**config.mk**
```make
export PLATFORM = sky130hd
export DESIGN_NAME = topmost
export DESIGN_NICKNAME = d
export VERILOG_FILES = /design/src/rtl/topmost_pkg.sv /design/src/rtl/dap_port.sv /design/src/rtl/topmost.sv
export SDC_FILE = /design/constraint.sdc
export NUM_CORES = 1
export LEC_CHECK = 0
export ABC_CLOCK_PERIOD_IN_PS = 5910
export BUFFER_PORTS_ARGS = -buffer_cell sky130_fd_sc_hd__buf_2
export CORE_MARGIN = 1.5
export CORE_UTILIZATION = 51
export DETAILED_ROUTE_END_ITERATION = 12
export PLACE_DENSITY_LB_ADDON = 0.1
export SYNTH_ARGS = -nofsm -noshare
export SYNTH_HDL_FRONTEND = slang
export SYNTH_SLANG_ARGS = --single-unit
export TNS_END_PERCENT = 30
```
**constraint.sdc**
```tcl
create_clock -name CLKF -period 5.91 [get_ports CLKF]
set_clock_uncertainty 0.1 [all_clocks]
set_input_delay 0.591 -clock CLKF [delete_from_list [all_inputs] [get_ports CLKF]]
set_output_delay 0.591 -clock CLKF [all_outputs]
set_load 0.05 [all_outputs]
```
**src/rtl/topmost_pkg.sv**
```systemverilog
// rtl/topmost_pkg.sv - register map, engine indices and idle default for the debug-port power controller
package topmost_pkg;

  localparam int IDLE_CYCLES_DEF = 16;
  localparam int NUM_REGS        = 11;

  localparam logic [7:0] ADDR_DLX0 = 8'h00;
  localparam logic [7:0] ADDR_DLX1 = 8'h01;
  localparam logic [7:0] ADDR_DLX2 = 8'h02;
  localparam logic [7:0] ADDR_FFT  = 8'h10;
  localparam logic [7:0] ADDR_AES0 = 8'h20;
  localparam logic [7:0] ADDR_AES1 = 8'h21;
  localparam logic [7:0] ADDR_MEM0 = 8'h30;
  localparam logic [7:0] ADDR_MEM1 = 8'h31;
  localparam logic [7:0] ADDR_MEM2 = 8'h32;
  localparam logic [7:0] ADDR_SPI0 = 8'h40;
  localparam logic [7:0] ADDR_SPI1 = 8'h41;

  localparam logic [3:0] IDX_DLX0 = 4'd0;
  localparam logic [3:0] IDX_DLX1 = 4'd1;
  localparam logic [3:0] IDX_DLX2 = 4'd2;
  localparam logic [3:0] IDX_FFT  = 4'd3;
  localparam logic [3:0] IDX_AES0 = 4'd4;
  localparam logic [3:0] IDX_AES1 = 4'd5;
  localparam logic [3:0] IDX_MEM0 = 4'd6;
  localparam logic [3:0] IDX_MEM1 = 4'd7;
  localparam logic [3:0] IDX_MEM2 = 4'd8;
  localparam logic [3:0] IDX_SPI0 = 4'd9;
  localparam logic [3:0] IDX_SPI1 = 4'd10;
  localparam logic [3:0] IDX_NONE = 4'hF;

  typedef enum logic [1:0] {
    ENG_FFT  = 2'd0,
    ENG_AES  = 2'd1,
    ENG_SPI  = 2'd2,
    ENG_NONE = 2'd3
  } eng_e;

  function automatic logic [3:0] reg_index(input logic [7:0] addr);
    case (addr)
      ADDR_DLX0: return IDX_DLX0;
      ADDR_DLX1: return IDX_DLX1;
      ADDR_DLX2: return IDX_DLX2;
      ADDR_FFT:  return IDX_FFT;
      ADDR_AES0: return IDX_AES0;
      ADDR_AES1: return IDX_AES1;
      ADDR_MEM0: return IDX_MEM0;
      ADDR_MEM1: return IDX_MEM1;
      ADDR_MEM2: return IDX_MEM2;
      ADDR_SPI0: return IDX_SPI0;
      ADDR_SPI1: return IDX_SPI1;
      default:   return IDX_NONE;
    endcase
  endfunction

  function automatic eng_e reg_engine(input logic [3:0] idx);
    case (idx)
      IDX_FFT:            return ENG_FFT;
      IDX_AES0, IDX_AES1: return ENG_AES;
      IDX_SPI0, IDX_SPI1: return ENG_SPI;
      default:            return ENG_NONE;
    endcase
  endfunction

endpackage

```
**src/rtl/dap_port.sv**
```systemverilog
// rtl/dap_port.sv - one debug port: address/data phase decode, address latch, first-data-cycle detect
module dap_port (
  input  logic        clk,
  input  logic        rst,
  input  logic [31:0] bus,
  input  logic        en,
  output logic        wr,
  output logic [7:0]  addr,
  output logic [31:0] data,
  output logic        first
);

  logic [7:0]  addr_q;
  logic        addr_valid;
  logic [31:0] prev_word;
  logic        prev_valid;

  // A data word only writes once an address has been latched since reset.
  assign wr    = en & ~bus[31] & addr_valid;
  assign addr  = addr_q;
  assign data  = {1'b0, bus[30:0]};
  assign first = wr & (~prev_valid | (prev_word != bus));

  always_ff @(posedge clk) begin
    if (rst) begin
      addr_q     <= '0;
      addr_valid <= 1'b0;
      prev_word  <= '0;
      prev_valid <= 1'b0;
    end else if (en) begin
      prev_word  <= bus;
      prev_valid <= 1'b1;
      if (bus[31]) begin
        addr_q     <= bus[7:0];
        addr_valid <= 1'b1;
      end
    end
  end

endmodule

```
**src/rtl/topmost.sv**
```systemverilog
// rtl/topmost.sv - debug-port register file with engine power gating; DAP_PORT2_EN enables port 2
module topmost
  import topmost_pkg::*;
#(
  parameter int IDLE_CYCLES = IDLE_CYCLES_DEF
) (
  input  logic        CLKF,
  input  logic        MASRST,
  input  logic        resPMC,
  input  logic [31:0] DB1,
  input  logic        s1,
  input  logic [31:0] DB2,
  input  logic        s2,
  input  logic        stop,
  input  logic        RDYF,
  input  logic        doneA,
  input  logic        intS,
  input  logic        PauseD,
  output logic        PF,
  output logic        PD,
  output logic        PM,
  output logic        PA,
  output logic        PS,
  output logic [31:0] TP11,
  output logic        TPE11
);

  localparam int CW = $clog2(IDLE_CYCLES + 1);

  logic        p1_wr, p1_first, p2_wr, p2_first, p2_en;
  logic [7:0]  p1_addr, p2_addr;
  logic [31:0] p1_data, p2_data;

`ifdef DAP_PORT2_EN
  assign p2_en = s2 & ~stop;
`else
  logic unused_s2;
  assign unused_s2 = s2;
  assign p2_en     = 1'b0;
`endif

  dap_port u_port1 (
    .clk(CLKF), .rst(MASRST), .bus(DB1), .en(s1 & ~stop),
    .wr(p1_wr), .addr(p1_addr), .data(p1_data), .first(p1_first)
  );

  dap_port u_port2 (
    .clk(CLKF), .rst(MASRST), .bus(DB2), .en(p2_en),
    .wr(p2_wr), .addr(p2_addr), .data(p2_data), .first(p2_first)
  );

  logic        wr_en, wr_first;
  logic [7:0]  wr_addr;
  logic [31:0] wr_data;
  logic [3:0]  wr_idx;
  logic [2:0]  eng_hit;
  logic [2:0]  eng_done;

  always_comb begin
    wr_en    = 1'b0;
    wr_first = 1'b0;
    wr_addr  = '0;
    wr_data  = '0;
    if (p1_wr) begin
      wr_en = 1'b1; wr_first = p1_first; wr_addr = p1_addr; wr_data = p1_data;
    end else if (p2_wr) begin
      wr_en = 1'b1; wr_first = p2_first; wr_addr = p2_addr; wr_data = p2_data;
    end
  end

  assign wr_idx   = reg_index(wr_addr);
  assign eng_done = {intS, doneA, RDYF};

  // Only a new data phase wakes an engine; a held word just rewrites its value.
  always_comb begin
    eng_hit = '0;
    if (wr_en && wr_first) begin
      case (reg_engine(wr_idx))
        ENG_FFT: eng_hit[0] = 1'b1;
        ENG_AES: eng_hit[1] = 1'b1;
        ENG_SPI: eng_hit[2] = 1'b1;
        default: ;
      endcase
    end
  end

  logic [31:0]   regs [NUM_REGS];
  logic [CW-1:0] idle_cnt [3];
  logic [2:0]    gated;

  always_ff @(posedge CLKF) begin
    if (MASRST) begin
      for (int i = 0; i < NUM_REGS; i++) regs[i] <= '0;
    end else if (wr_en && wr_idx != IDX_NONE) begin
      regs[wr_idx] <= wr_data;
    end
  end

  always_ff @(posedge CLKF) begin
    for (int e = 0; e < 3; e++) begin
      if (MASRST || resPMC || eng_hit[e]) begin
        idle_cnt[e] <= '0;
        gated[e]    <= 1'b0;
      end else if (eng_done[e]) begin
        if (idle_cnt[e] == CW'(IDLE_CYCLES - 1)) gated[e] <= 1'b1;
        else idle_cnt[e] <= idle_cnt[e] + CW'(1);
      end else begin
        idle_cnt[e] <= '0;
      end
    end
  end

  always_ff @(posedge CLKF) begin
    if (MASRST) begin
      {PF, PD, PM, PA, PS} <= '0;
      TP11  <= '0;
      TPE11 <= 1'b0;
    end else begin
      PF <= regs[IDX_FFT][0]  & ~gated[ENG_FFT];
      PA <= regs[IDX_AES0][0] & ~gated[ENG_AES];
      PS <= regs[IDX_SPI0][0] & ~gated[ENG_SPI];
      PD <= regs[IDX_DLX0][0] & PauseD;
      PM <= |(regs[IDX_MEM0] | regs[IDX_MEM1] | regs[IDX_MEM2]);
      TPE11 <= p1_first | p2_first;
      if (p1_first)      TP11 <= {p1_addr, p1_data[23:0]};
      else if (p2_first) TP11 <= {p2_addr, p2_data[23:0]};
    end
  end

endmodule

```
==> results.py, run 1 <==
metrics = {
    "floorplanning": {
        "die_w_um": 135,
        "core_area_um2": 17200,
        "die_area_um2": 18300,
        "boundaryPins": 112,
        "num_rows": 48,
        "start_util_pct": 51.9,
        "die_h_um": 135,
    },
    "placement": {
        "dpl.hpwl_um": 14100,
        "dp_worst_setup_slack_ps": 2270,
        "place.gp.congestion": 0.828,
        "portBuffers": 78,
        "place_area_um2": 9470,
    },
    "critical_path": {
        "start_kind": "flip-flop",
        "worst-path-max-fanout": 31,
        "rr_endpoint": "regs[7][4]$_SDFFCE_PN0P_",
        "reg2reg_from": "u_port1.addr[7]$_SDFFE_PP0P_",
        "crit_required_ps": 5870,
        "endpoint": "regs[7][4]$_SDFFCE_PN0P_",
        "critical_path_class": "reg -> reg",
        "r2r_cells": 6,
        "crit_arrival_ps": 3230,
        "reg2reg_slack_ps": 2630,
        "crit_path_end_kind": "flip-flop",
        "crit_path_start": "u_port1.addr[7]$_SDFFE_PP0P_",
    },
    "synthesis": {
        "synth_cell_types": 47,
        "synth_cells": 850,
        "synth_async_sr_flop_share_pct": 0,
        "yosys-top-cells-area": "edfxtp_1 38%, dfxtp_1 19%, and2_1 6.5%",
        "yosys_warnings": 0,
        "yosysTopAreaCell": "edfxtp_1",
        "synth-seq-area-share_pct": 56.2,
        "synth_top_area_share_pct": 37.6,
        "synth_ff_type": "edfxtp_1",
        "synth_edf_count": 112,
        "syn-num-nets": 930,
        "ys_ff_latch": 195,
        "synth_common_cells": "112 x edfxtp_1, 93 x and2_1, 83 x dfxtp_1",
        "avgSynthCellArea_um2": 10.5,
        "syn-cell-area_um2": 8940,
        "yosysMostFrequentCell": "edfxtp_1",
    },
    "route": {
        "drtAntennaViolNets": 0,
        "drt-pass1-iter-count": 6,
        "drc": 0,
        "wl_um": 21700,
        "drt-initial-drc-count": 527,
        "viasPerCell": 6.01,
        "wl_per_cell_um": 19.3,
        "vias": 6754,
    },
    "final_layout": {
        "antenna_cells": 0,
        "area_growth_pct": 11.7,
        "nets": 966,
        "nFillCells": 1429,
        "utilization_pct": 57.9,
        "postLayoutCellArea_um2": 9980,
        "drive_gt1_share_pct": 14.9,
    },
    "sta": {
        "relSlewSlack_pct": 18.8,
        "worst_slack_ps": 2630,
        "holdWs_ps": 273,
        "fmax_ghz": 0.305,
        "finalCritPeriodShare_pct": 55.5,
        "setup_violations": 0,
        "post-route-min-period_ps": 3280,
        "worst_slew_pin_slew_ps": 1220,
        "rsz0062_at_grt": "false",
        "slew_violations": 0,
        "setup_tns_ps": 0,
        "hold_viol_final": 0,
    },
    "clock_network": {
        "worstSkewPairLatency_ps": 430,
        "cts_setup_buffers": 0,
        "htree_levels": 4,
        "root_buffer": "clkbuf_16",
        "cts_tree": "built",
        "numCtsBuffers": 17,
        "clk_pin_slew_ps": 70,
        "cts_sinks": 195,
        "cts_resized": 0,
        "clock_path_buffers": 2,
        "hold_buffers": 0,
    },
    "global_route": {
        "grt_util_all_layers_pct": 24.5,
        "grt_first_pass_wirelength_um": 34300,
        "grt_pass1_vias": 6577,
        "grt_max_degree": 53,
        "grt-ovfl-total": 0,
        "antenna_found_initial": 0,
    },
    "power": {
        "power_density_nw_per_um2": 270,
        "ir_worst_vdd_mv": 0.225,
        "leakagePower_uw": 0.00369,
    },
    "min_path": {
        "hold_path_class": "in -> reg",
        "hold_path_depth": 3,
    },
    "job": {
        "max_cap_violations": 0,
    },
    "outcome": {
        "outcome": "finished, final reports clean",
    },
}
[sequential cells by signal (all words and copies together), names as in the netlist, 3 cells and up]
signal / cells
regs: 97
TP11: 32
u_port1.prev_word: 32
idle_cnt: 15
gated: 3
u_port1.addr: 8
[cells by family (layout without fill, tap and decap cells)]
family / count (synthesis) / in the layout / synth area share, %
and+or+nand+nor: 406 / 406 / 25.7
DFF: 195 / 195 / 56.2
AOI/OAI and AO/OA: 119 / 119 / 9.32
buffers and inverters: 77 / 125 / 3.23
xor gates and xnor gates: 39 / 39 / 3.82
muxes: 8 / 8 / 0.896
adders and majority gates: 6 / 6 / 0.839
[layout make-up]
cell class | instances | area, um^2 | share of cell area (%)
Multi-Input combinational cell | 578 | 3670 | 36.8
Clock inverter | 13 | 85.1 | 0.852
Sequential cell | 195 | 5020 | 50.3
Tap cell | 225 | 282 | 2.82
Clock buffer | 18 | 429 | 4.30
Timing Repair Buffer | 88 | 468 | 4.69
Inverter | 6 | 22.5 | 0.226
[power breakdown]
part,leakage (uW),internal [uW],switching [uW]
combinational,0.00158,52.5,121
sequential,0.00186,1470,19.9
clock,0.000242,534,495
total,0.00369,2060,636
[cell usage in the layout, fill, tap and decap left out, drive strengths merged, types with 14 or more instances in the layout]
cell and count:
edfxtp 112, and2 93, buf 88, dfxtp 83
nand2 70, nand4 49, nand3 41, a21oi 39
nor2b 35, xnor2 34, nor4 32, o211ai 24
a32oi 24, nor3 23, nor2 22, clkbuf 18
nor3b 14
[per-stage QoR]
stage,instances,total power [uW]
floorplan,850,1620
global placement,1092,1690
detailed placement,1092,1690
CTS,1123,2710
global route,1123,2780
finish,1123,2690
[worst min path at each step]
stage                                     start            end
after detailed placement  gated[2]$_SDFFE_PP0P_  PS$_SDFF_PP0_
final                                    PauseD  PD$_SDFF_PP0_
after floorplan           gated[1]$_SDFFE_PP0P_  PA$_SDFF_PP0_
after global placement    gated[1]$_SDFFE_PP0P_  PA$_SDFF_PP0_
after CTS                                PauseD  PD$_SDFF_PP0_
after global routing                     PauseD  PD$_SDFF_PP0_
[worst max-delay path, stage by stage (launching register included)]
cell and delay [ps]:
dfxtp_1 350, or4_4 580, nor3_1 360, nand2_1 240
nor3_2 200, buf_4 330, or2_2 730
[per-layer routing]
layer | GRT usage, % | vias to the layer above | routed length, um | part of all wire (%)
li1 | - | 3199 | - | -
met3 | 4.41 | 35 | 1300 | 6.0
met1 | 33.1 | 3296 | 9650 | 45
met2 | 39.8 | 224 | 10300 | 47
met4 | 8.54 | 0 | 428 | 2.0
met5 | 0 | - | 0 | 0
Note: power is estimated with default switching activity, not from simulation.
==> run 2, diff against run 1 <==
Settings changed: ABC_CLOCK_PERIOD_IN_PS 5910 to 2700.
Clock period 5.91 ns to 2.7 ns, I/O delays scaled along.
==> run 2 against run 1 <==
Sequential power up 120%; sequential share of layout area down 1.3 points; worst setup slack worse by 2600 ps; global-route usage up 0.74 points; critical endpoint is now idle_cnt[0][0]$_SDFFCE_PP0P_; clock power up 130%; final area up 2.7%; utilization up 1.6 points; cell count up 2.0%; critical path type unchanged; fmax up 24%; die area unchanged; critical path depth down 1.
==> results.py, run 2 (same netlist as run 1, synthesis figures left out) <==
metrics = {
    "route": {
        "drc": 0,
        "wl_per_cell_um": 19.5,
        "vias": 6799,
        "wl_um": 22400,
        "drt-initial-drc-count": 527,
        "viasPerCell": 5.93,
        "drtAntennaViolNets": 0,
        "drt-pass1-iter-count": 5,
    },
    "final_layout": {
        "final_common_cell": "edfxtp_1",
        "regMostFlops": "regs",
        "area_growth_pct": 14.7,
        "mostFrequentLayoutCells": "112 x edfxtp_1, 93 x and2_1, 83 x dfxtp_1",
        "nets": 988,
        "top_regs": "regs: 97 flops, TP11: 32 flops, u_port1.prev_word: 32 flops",
        "antenna_cells": 0,
        "drive_gt1_share_pct": 17.2,
        "stdcell_count": 1146,
        "largest_reg_flops": 97,
    },
    "sta": {
        "relSlewSlack_pct": 64.3,
        "fmax_ghz": 0.379,
        "worst_slew_pin_slew_ps": 531,
        "slew_violations": 0,
        "post-route-min-period_ps": 2640,
        "setup_tns_ps": 0,
        "finalCritPeriodShare_pct": 97.8,
        "hold_viol_final": 0,
        "setup_violations": 0,
        "rsz0062_at_grt": "false",
    },
    "placement": {
        "placedCellCount": 1112,
        "place.gp.congestion": 0.893,
        "dpl.hpwl_um": 14800,
        "portBuffers": 78,
    },
    "critical_path": {
        "reg2reg_slack_ps": 60,
        "critical_path_class": "reg -> reg",
        "crit_path_end_kind": "flip-flop",
        "crit_arrival_ps": 2660,
        "worst-path-max-fanout": 5,
        "crit_required_ps": 2720,
        "start_kind": "flip-flop",
    },
    "floorplanning": {
        "start_util_pct": 51.9,
        "num_rows": 48,
        "boundaryPins": 112,
        "die_w_um": 135,
        "die_area_um2": 18300,
        "die_h_um": 135,
        "core_area_um2": 17200,
    },
    "global_route": {
        "grt_pass1_vias": 6704,
        "grt.busiest_layer": "met2",
        "antenna_found_initial": 0,
        "grt-ovfl-total": 0,
        "grt_max_degree": 49,
        "use_met3_pct": 3.82,
        "gr-usage-met2_pct": 41.2,
        "grt_util_all_layers_pct": 25.2,
        "grt_first_pass_wirelength_um": 35300,
        "grtUsageMet1_pct": 34.7,
    },
    "power": {
        "ir_worst_vdd_mv": 0.511,
        "leakagePower_uw": 0.00383,
        "power_density_nw_per_um2": 591,
    },
    "clock_network": {
        "worstSkewPairLatency_ps": 430,
        "clock_path_buffers": 2,
        "cts_tree": "built",
        "htree_levels": 4,
        "numCtsBuffers": 17,
        "clk_pin_slew_ps": 70,
        "cts_sinks": 195,
        "root_buffer": "clkbuf_16",
        "cts_setup_buffers": 0,
    },
    "outcome": {
        "outcome": "finished, final reports clean",
    },
    "min_path": {
        "hold_path_class": "in -> reg",
    },
    "job": {
        "max_cap_violations": 0,
    },
}
run 2: cell types whose count changed in the layout (fill, tap and decap cells not counted), sizes merged:
cell / before / now
clkinvlp: 4 / 5
buf: 88 / 108
bufinv: 0 / 1
clkinv: 5 / 4
dlygate4sd3: 0 / 2
run 2: per-stage QoR:
stage / utilization, % / total power (uW) / hold slack (ps) / area [um^2] / worst slack, ps
finish: 59.5 / 6060 / 29.5 / 10300 / 59.0
global route: 59.5 / 6260 / 24.5 / 10300 / 0.588
CTS: 59.5 / 6100 / 13.0 / 10200 / 52.4
detailed placement: 56.1 / 3720 / 316 / 9670 / 59.5
global placement: 56.1 / 3710 / 312 / 9670 / 147
floorplan: - / 3550 / 249 / 8940 / 82.5
run 2: timing repair:
item / CTS / global route
gates resized for setup: 0 / 1
setup endpoints to repair: 0 / 31
hold buffers: 2 / 0
endpoints found under the hold margin: 4 / 0
run 2: per-layer routing:
| metal | part of all wire (%) | vias up |
|---|---|---|
| li1 | - | 3246 |
| met1 | 45 | 3321 |
| met2 | 48 | 212 |
| met3 | 5.4 | 20 |
| met4 | 1.3 | 0 |
| met5 | 0 | - |
run 2: worst paths after layout:
kind / to / start / cells after the start
worst max-delay path: idle_cnt[0][0]$_SDFFCE_PP0P_ / u_port1.addr[7]$_SDFFE_PP0P_ / 5
worst min-delay path: u_port1.prev_word[27]$_SDFFE_PP0N_ / DB1[27] / 3
worst max register to register: idle_cnt[0][0]$_SDFFCE_PP0P_ / u_port1.addr[7]$_SDFFE_PP0P_ / 5
worst min register to register: PF$_SDFF_PP0_ / gated[0]$_SDFFE_PP0P_ / 1
run 2: cell type report:
| type | instances | area [um^2] |
|---|---|---|
| clock inverter | 14 | 129 |
| sequential | 195 | 5020 |
| fill | 1419 | 6980 |
| inverter | 6 | 22.5 |
| tap | 225 | 282 |
| clock buffer | 18 | 429 |
| multi-input combinational | 578 | 3680 |
| timing repair buffer | 110 | 688 |
run 2: worst max-delay path, stage by stage (launching register included):
cell and delay, ps:
dfxtp_1 320, or4_4 570, or3_4 370, or3_4 400, a311oi_4 290, nand4b_1 290
run 2: report_power, final:
group | total [uW] | leakage (uW) | switching, uW | internal (uW)
logic | 405 | 0.00171 | 273 | 132
clock network | 2400 | 0.000259 | 1120 | 1280
registers | 3260 | 0.00186 | 42.4 | 3220
total | 6060 | 0.00383 | 1430 | 4630
==> run 3, diff against run 2 <==
==> constraint.sdc (replaced) <==
create_clock -name CLKF -period 2.7 [get_ports CLKF]
set_clock_uncertainty 0.1 [all_clocks]
set_input_delay 0.405 -clock CLKF [delete_from_list [all_inputs] [get_ports CLKF]]
set_output_delay 0.405 -clock CLKF [all_outputs]
set_load 0.05 [all_outputs]
==> run 3 against run 2 <==
Clock power fell by 8%; sequential share of layout area rose by 0.16 points; critical path depth is the same.
==> results.py, run 3 (same netlist as run 1, synthesis figures left out) <==
metrics = {
    "global_route": {
        "grt_pass1_vias": 6750,
        "antenna_found_initial": 0,
        "grt_max_degree": 49,
        "grt_first_pass_wirelength_um": 35600,
        "grt_util_all_layers_pct": 25.4,
        "grt-ovfl-total": 0,
    },
    "final_layout": {
        "regArea_um2": 5020,
        "final_common_cell": "edfxtp_1",
        "multi_input_area_um2": 3670,
        "nFillCells": 1452,
        "nets": 991,
        "area_growth_pct": 14.3,
        "regMostFlops": "regs",
        "mostFrequentLayoutCells": "112 x edfxtp_1, 93 x and2_1, 83 x dfxtp_1",
        "drive_gt1_share_pct": 17.1,
        "top_regs": "regs: 97 flops, TP11: 32 flops, u_port1.prev_word: 32 flops",
        "largest_reg_flops": 97,
    },
    "sta": {
        "finalCritPeriodShare_pct": 96.4,
        "worst_slew_pin_slew_ps": 611,
        "post-route-min-period_ps": 2600,
        "relSlewSlack_pct": 58.9,
        "rsz0062_at_grt": "false",
        "slew_violations": 0,
        "worst_slack_ps": 97.5,
        "fmax_ghz": 0.384,
        "setup_tns_ps": 0,
        "hold_viol_final": 0,
        "setup_violations": 0,
    },
    "clock_network": {
        "cts_resized": 0,
        "cts_tree": "built",
        "numCtsBuffers": 17,
        "cts_sinks": 195,
        "cts_setup_buffers": 0,
        "htree_levels": 4,
        "root_buffer": "clkbuf_16",
        "clock_path_buffers": 2,
        "worstSkewPairLatency_ps": 420,
        "hold_buffers": 0,
        "clk_pin_slew_ps": 70,
    },
    "outcome": {
        "outcome": "finished, final reports clean",
    },
    "power": {
        "leakagePower_uw": 0.00382,
        "ir_worst_vdd_mv": 0.502,
        "power_density_nw_per_um2": 575,
    },
    "floorplanning": {
        "core_area_um2": 17200,
        "die_h_um": 135,
        "start_util_pct": 51.9,
        "die_w_um": 135,
        "boundaryPins": 112,
        "die_area_um2": 18300,
        "num_rows": 48,
    },
    "critical_path": {
        "r2r_cells": 5,
        "cp_top_family": "simple AND/OR/NAND/NOR gates",
        "start_kind": "flip-flop",
        "crit_buf_inv": 0,
        "reg2reg_slack_ps": 100,
        "path_cells": "or4_4, or3_4, or3_4, a311oi_4, nand4b_1",
        "critical_path_class": "reg -> reg",
        "slowest_delay_ps": 580,
        "critPathSlowestCell": "or4_4",
        "crit_arrival_ps": 2610,
        "worst-path-max-fanout": 5,
        "crit_required_ps": 2710,
        "crit_path_end_kind": "flip-flop",
        "rr_endpoint": "idle_cnt[0][4]$_SDFFCE_PP0P_",
        "crit_top_cell": "or3_4",
        "reg2reg_from": "u_port1.addr[7]$_SDFFE_PP0P_",
    },
    "placement": {
        "portBuffers": 78,
        "place.gp.congestion": 0.879,
        "dp_worst_setup_slack_ps": 107,
        "dpl.hpwl_um": 15100,
    },
    "min_path": {
        "min_from": "PauseD",
        "hold_path_depth": 3,
        "hold_path_class": "in -> reg",
        "holdPathEnd": "PD$_SDFF_PP0_",
    },
    "route": {
        "drtAntennaViolNets": 0,
        "wl_per_cell_um": 19.8,
        "drt-pass1-iter-count": 5,
        "drt-initial-drc-count": 550,
        "viasPerCell": 6.04,
        "vias": 6936,
        "drc": 0,
        "wl_um": 22700,
    },
    "job": {
        "max_cap_violations": 0,
    },
}
## run 3: layout make-up
cell class              instances  area share (%)
diodes                          1          0.0245
clock buffers                  18            4.20
clock inverters                12           0.673
inverters                       6           0.220
multi-input cells             578            35.9
flip-flops and latches        195            49.2
well taps                     225            2.75
repair buffers                113            7.03
## run 3: worst reg2reg max path, stage by stage, from the launching register on
cell and delay (ps):
dfxtp_1 350, or4_4 580, or3_4 370, or3_4 400
a311oi_4 220, nand4b_1 270
## run 3: worst max-delay path by stage
| stage | endpoint | from | slack [ps] | cells past startpoint |
|---|---|---|---|---|
| 2_1_floorplan | regs[7][0]$_SDFFCE_PN0P_ | DB1[31] | 10 | 7 |
| 3_3_place_gp | regs[7][0]$_SDFFCE_PN0P_ | stop | 140 | 8 |
| 3_5_place_dp | regs[7][0]$_SDFFCE_PN0P_ | stop | 110 | 8 |
| 4_1_cts | idle_cnt[0][4]$_SDFFCE_PP0P_ | u_port1.addr[7]$_SDFFE_PP0P_ | 100 | 5 |
| 6_report | idle_cnt[0][4]$_SDFFCE_PP0P_ | u_port1.addr[7]$_SDFFE_PP0P_ | 100 | 5 |
| 5_1_grt | regs[7][0]$_SDFFCE_PN0P_ | u_port1.addr[7]$_SDFFE_PP0P_ | 20 | 6 |
## run 3: routing by layer
metal,up-vias,global-route usage [%],wire length [um]
li1,3241,-,-
met4,0,9.80,564
met3,37,3.97,1350
met2,260,41.1,10900
met5,-,0,0
met1,3398,34.6,9880
## run 3: report_power, final
group	switching, uW	internal (uW)	leakage (uW)
logic	279	135	0.00173
clock network	1050	1150	0.000236
registers	43.2	3220	0.00186
## run 3: metrics by stage
stage | cells | utilization [%] | instance area [um^2] | hold slack [ps] | power, uW
floorplan | 850 | - | 8940 | 299 | 3550
global placement | 1117 | 56.4 | 9720 | 312 | 3720
detailed placement | 1117 | 56.4 | 9720 | 320 | 3730
CTS | 1147 | 59.3 | 10200 | 76.6 | 5900
global route | 1147 | 59.3 | 10200 | 116 | 6060
finish | 1148 | 59.3 | 10200 | 90.1 | 5870
